==> src/rtl/fetch_unit.sv <==
// Purpose: single-issue instruction fetch front end (PC generation, IF register, accept counter).
// Latency: pc -> if_pc/if_valid one clock (memory returns data one clock after pc); first valid 2 clocks after reset release.
// Backpressure: stall freezes pc/if_pc/if_valid/fetch_cnt; redirect overrides stall and squashes the in-flight fetch.
//
// Ports:
//   clk          system clock, all state on rising edge
//   rst_n        synchronous active-low reset
//   stall        decode not ready, hold fetch
//   redirect     taken branch/jump, load redirect_pc
//   redirect_pc  redirect target byte address (bits [1:0] are masked)
//   pc           byte address to instruction memory
//   ins_in       instruction word returned by memory for the previous pc
//   if_pc        address of the instruction on if_ins
//   if_ins       instruction to decode (combinational copy of ins_in)
//   if_valid     if_pc/if_ins hold a live instruction
//   fetch_cnt    number of instructions accepted by decode (wraps)
//   fault        misaligned redirect detected (sticky until reset)
//
// Build option: define FETCH_ALIGN_CHECK_EN to trap misaligned redirect targets
// into the FAULT state; without it the low address bits are silently masked.

module fetch_unit #(
    parameter logic [31:0] RESET_PC = 32'h0000_0000
) (
    input  logic        clk,
    input  logic        rst_n,
    input  logic        stall,
    input  logic        redirect,
    input  logic [31:0] redirect_pc,
    output logic [31:0] pc,
    input  logic [31:0] ins_in,
    output logic [31:0] if_pc,
    output logic [31:0] if_ins,
    output logic        if_valid,
    output logic [31:0] fetch_cnt,
    output logic        fault
);

    typedef enum logic [1:0] {
        BOOT  = 2'd0,
        RUN   = 2'd1,
        FAULT = 2'd2
    } state_t;

    state_t      state;
    state_t      state_nxt;
    logic [31:0] pc_nxt;
    logic [31:0] if_pc_nxt;
    logic        if_valid_nxt;
    logic [31:0] fetch_cnt_nxt;
    logic [31:0] target;
    logic        misaligned;

    // Word-align the redirect target; whole bus is consumed so no bits dangle.
    assign target = redirect_pc & 32'hFFFF_FFFC;

`ifdef FETCH_ALIGN_CHECK_EN
    assign misaligned = |redirect_pc[1:0];
    assign fault      = (state == FAULT);
`else
    assign misaligned = 1'b0;
    assign fault      = 1'b0;
`endif

    // Memory re-reads the held pc during a stall, so passing the data through
    // untouched keeps if_ins in step with if_pc.
    assign if_ins = ins_in;

    always_ff @(posedge clk) begin
        if (!rst_n) begin
            state     <= BOOT;
            pc        <= RESET_PC;
            if_pc     <= 32'h0000_0000;
            if_valid  <= 1'b0;
            fetch_cnt <= 32'h0000_0000;
        end else begin
            state     <= state_nxt;
            pc        <= pc_nxt;
            if_pc     <= if_pc_nxt;
            if_valid  <= if_valid_nxt;
            fetch_cnt <= fetch_cnt_nxt;
        end
    end

    always_comb begin
        state_nxt     = state;
        pc_nxt        = pc;
        if_pc_nxt     = if_pc;
        if_valid_nxt  = if_valid;
        fetch_cnt_nxt = fetch_cnt;

        case (state)
            BOOT: begin
                // Memory has not yet seen RESET_PC, so nothing is delivered here.
                state_nxt = RUN;
                if (redirect) begin
                    pc_nxt       = target;
                    if_valid_nxt = 1'b0;
                    if (misaligned) begin
                        state_nxt = FAULT;
                    end
                end
            end

            RUN: begin
                if (redirect) begin
                    // Data arriving next clock belongs to the old path: squash it.
                    pc_nxt       = target;
                    if_valid_nxt = 1'b0;
                    if (misaligned) begin
                        state_nxt = FAULT;
                    end
                end else if (!stall) begin
                    if (if_valid) begin
                        fetch_cnt_nxt = fetch_cnt + 32'd1;
                    end
                    if_pc_nxt    = pc;
                    if_valid_nxt = 1'b1;
                    pc_nxt       = pc + 32'd4;
                end
            end

            FAULT: begin
                if_valid_nxt = 1'b0;
            end

            default: begin
                state_nxt    = BOOT;
                if_valid_nxt = 1'b0;
            end
        endcase
    end

endmodule

==> config.mk <==
export PLATFORM = sky130hd
export DESIGN_NAME = fetch_unit
export DESIGN_NICKNAME = d
export VERILOG_FILES = /design/src/rtl/fetch_unit.sv
export SDC_FILE = /design/constraint.sdc
export NUM_CORES = 1
export LEC_CHECK = 0
export CORE_MARGIN = 8
export CORE_UTILIZATION = 30
export CTS_CLUSTER_SIZE = 8
export DETAILED_ROUTE_END_ITERATION = 8
export PLACE_DENSITY_LB_ADDON = 0.12
export SYNTH_ARGS = -nofsm -noshare
export SYNTH_HDL_FRONTEND = slang
export SYNTH_SLANG_ARGS = --single-unit
==> constraint.sdc <==
create_clock -name clk -period 2.2 [get_ports clk]
set_input_delay 0.66 -clock clk [delete_from_list [all_inputs] [get_ports clk]]
set_output_delay 0.66 -clock clk [all_outputs]
set_load 0.1 [all_outputs]
==> impl_results.md <==
* Fmax at 0.4976 GHz
* Sw Pwr at 1.338 mW
* Initial antenna violation count at 1
* Io pins at 198
* All-layer global routing usage at 15.68%
* Clock slew at reported path FFs at 60 ps
* Largest net degree at the start of global routing at 54
* Final Wtd Congestion at 0.7893
* Drt first pass iters at 7
* Fin. max-slew vios at 0
* Lkg Pwr at 2.500 nW
* Rows at 46
* Critical path class: flip-flop to flip-flop
* Cts hold-fix bufs at 0
* Period utilisation layout at 91.35%
* Nets at 769
* Clock share of power at 34.7%
* DRC at 0
* RSZ-0062 raised after global routing: false
* Commonest non-fill, non-tap cell in the layout: buf_4
* CP Capture Type: flip-flop
* Core area at 15,710 um2
* Antenna Cells at 0
* CTS Buffer Depth at 2
* Register area at 1936 um2
* Net Sw Frac at 31.88%
* Setup Skew at 6.248 ps
* Routed Antenna Nets at 0
* Slowest-stage cell, CP: or4_1
* Setup-failing EPs final at 0
* Mapped Area at 4775 um2
* CP Cell Sequence: ha_1, and2_1, nand3_1, or4_1, a211oi_1
* Mapped Cells at 591
* CTS tree: yes
* Die X at 142.2 um
* CTS root buffer: clkbuf_16
* First-pass GRT wire length at 25.15 mm
* Die ar. at 20,210 um2
* Power Density at 603.0 nW/um2
* Number of port buffers at 126
* Detail Placement HPWL at 11.92 mm
* Sequential area share after synthesis at 39.41%
* WHS at 454.8 ps
* Synth-to-Final Area Change at 45.83%
* 1st-iter DRT viols at 251
* Pint at 2.860 mW
* TritonCTS buffer count at 9
* Global-route congestion overflow total at 0
* Clk Latency, worst-skew pair at 350 ps
* Share of layout cells above drive strength 1 at 30.58%
* Placed Cells at 904
* Synth Area per Inst at 8.079 um2
* MaxCap Viol Count at 0
* Distinct cell type count after synthesis at 50
* Crit-path max cell delay at 530 ps
* CP max FO at 7
* Multi-input gate area at 2409 um2
* Sequential Power Share at 44.1%
* Synth warn at 0
* Final instance count without filler cells at 919
* Hold Path Class: flip-flop to flip-flop
* Post-detailed-routing wire length at 15.82 mm
* Die Y at 142.2 um
* Comb power frac at 21.2%
* Seq cells post-synth at 94
* Status: finished clean
* Worst path required time at 2460 ps
* Routed via count at 4,794
* Fin crit period at 2010 ps
* Count of clock tree sinks at 94
* Worst path arrival time at 2270 ps
* Max IR drop VDD at 0.3754 mV
* H-tree depth at 3
* Via-per-instance ratio at 5.217
* Hold Violations, Final at 0
* Startpoint Class: flip-flop
* DR WL/cell at 17.22 um
* Number of global-route vias before repair at 4,682
* Fillers at 1,568
* Commonest non-fill, non-tap cells in the layout: buf_4, nand2_1, a21oi_1
* Starting density of the core at 30.39%
[cells in the mapped netlist, drive strengths merged]
cell type	count	share of area, %
dfxtp	94	39
nand2	82	6.4
a21oi	59	6.2
buf	51	7.7
clkbuf	32	2.5
or4	29	4.6
nand3	28	2.9
nand4	27	3.9
o21ai	26	2.7
nor2	23	1.8
o31ai	22	3.5
or3	12	1.6
xor2	12	2.2
a31oi	9	1.2
and3	9	1.2
and4	9	1.7
a211oi	7	1.1
xnor2	7	1.3
and2	6	0.79
inv	6	0.47
nor4	6	0.79
nor3	3	0.31
o31a	3	0.55
o41ai	3	0.55
ha	2	0.52
mux2i	2	0.42
nor2b	2	0.26
nor3b	2	0.31
o21a	2	0.31
o221ai	2	0.37
or2	2	0.26
a211o	1	0.18
a311oi	1	0.18
a31o	1	0.18
a32oi	1	0.18
and4bb	1	0.26
conb	1	0.079
mux2	1	0.24
nand2b	1	0.13
nand3b	1	0.16
o2111a	1	0.24
o311ai	1	0.18
or3b	1	0.18
[cells by family (layout without fill, tap and decap cells)]
group / after synthesis / count (layout) / share of synthesized area [%]
compound gates: 139 / 139 / 17.58
xor+xnor: 19 / 19 / 3.485
fa+ha+maj: 2 / 2 / 0.5240
buf+inv: 89 / 197 / 10.67
flops: 94 / 94 / 39.41
mux: 3 / 3 / 0.6551
other cells: 1 / 5 / 0.07854
simple gates: 244 / 244 / 27.59
[routing by layer]
layer | up-vias | global-route usage [%] | part of all wire [%]
li1 | 2328 | - | -
met1 | 2276 | 18.24 | 41
met2 | 153 | 25.70 | 48
met3 | 35 | 5.803 | 9.0
met4 | 2 | 5.992 | 2.2
met5 | - | 0 | 0.082
[final cells by class]
type	count	area share, %
timing repair buffer	176	29.58
sequential	94	27.80
multi-input combinational	412	34.59
inverter	6	0.3235
clock buffer	11	3.486
tap	216	3.881
clock inverter	4	0.3414
[path summary, 6_finish.rpt]
check	from	end	slack, ps	cells past startpoint
max	pc[3]	pc[26]	190	5
min	if_pc[7]	if_pc[7]	450	2
max reg2reg	pc[3]	pc[26]	190	5
min reg2reg	if_pc[7]	if_pc[7]	450	2
[critical path: cells and delay by family (launching register included)]
family | cells | cell delay [ps]
AOI/OAI and AO/OA | 1 | 240
adders and majority gates | 1 | 250
DFF | 1 | 410
and+or+nand+nor | 3 | 1020
[timing repair]
item                                    in CTS  in global routing
pin swaps                                    1                  1
gates cloned                                 0                  0
buffers inserted                             0                  0
resized for setup                            3                  2
endpoints found under the setup margin       7                  8
[power groups by stage]
stage | sequential, mW | clock, mW | combinational (mW)
6_report | 1.85 | 1.46 | 0.888
5_1_grt | 1.86 | 1.57 | 0.930
4_1_cts | 1.85 | 1.52 | 0.895
3_5_place_dp | 1.89 | 0 | 0.893
3_3_place_gp | 1.89 | 0 | 0.890
2_1_floorplan | 2.21 | 0 | 0.471
[per-stage QoR]
stage | worst slack (ps) | instance area, um2 | utilization [%] | setup TNS [ps] | total power [mW]
2_1_floorplan | -2.228 | 4843 | - | -2.228 | 2.686
3_3_place_gp | -407.3 | 6686 | 42.55 | -13900 | 2.781
6_report | 190.4 | 6963 | 44.31 | 0 | 4.198
5_1_grt | 103.1 | 6963 | 44.31 | 0 | 4.363
4_1_cts | 63.72 | 6957 | 44.27 | 0 | 4.264
3_5_place_dp | -418.1 | 6686 | 42.55 | -15550 | 2.785
[state kept, by name, summed over array words and instances, names as in the netlist]
| name | count |
|---|---|
| fetch_cnt | 32 |
| if_valid | 1 |
| state | 1 |
| pc | 30 |
| if_pc | 30 |
(Power assumes the default switching activity.)
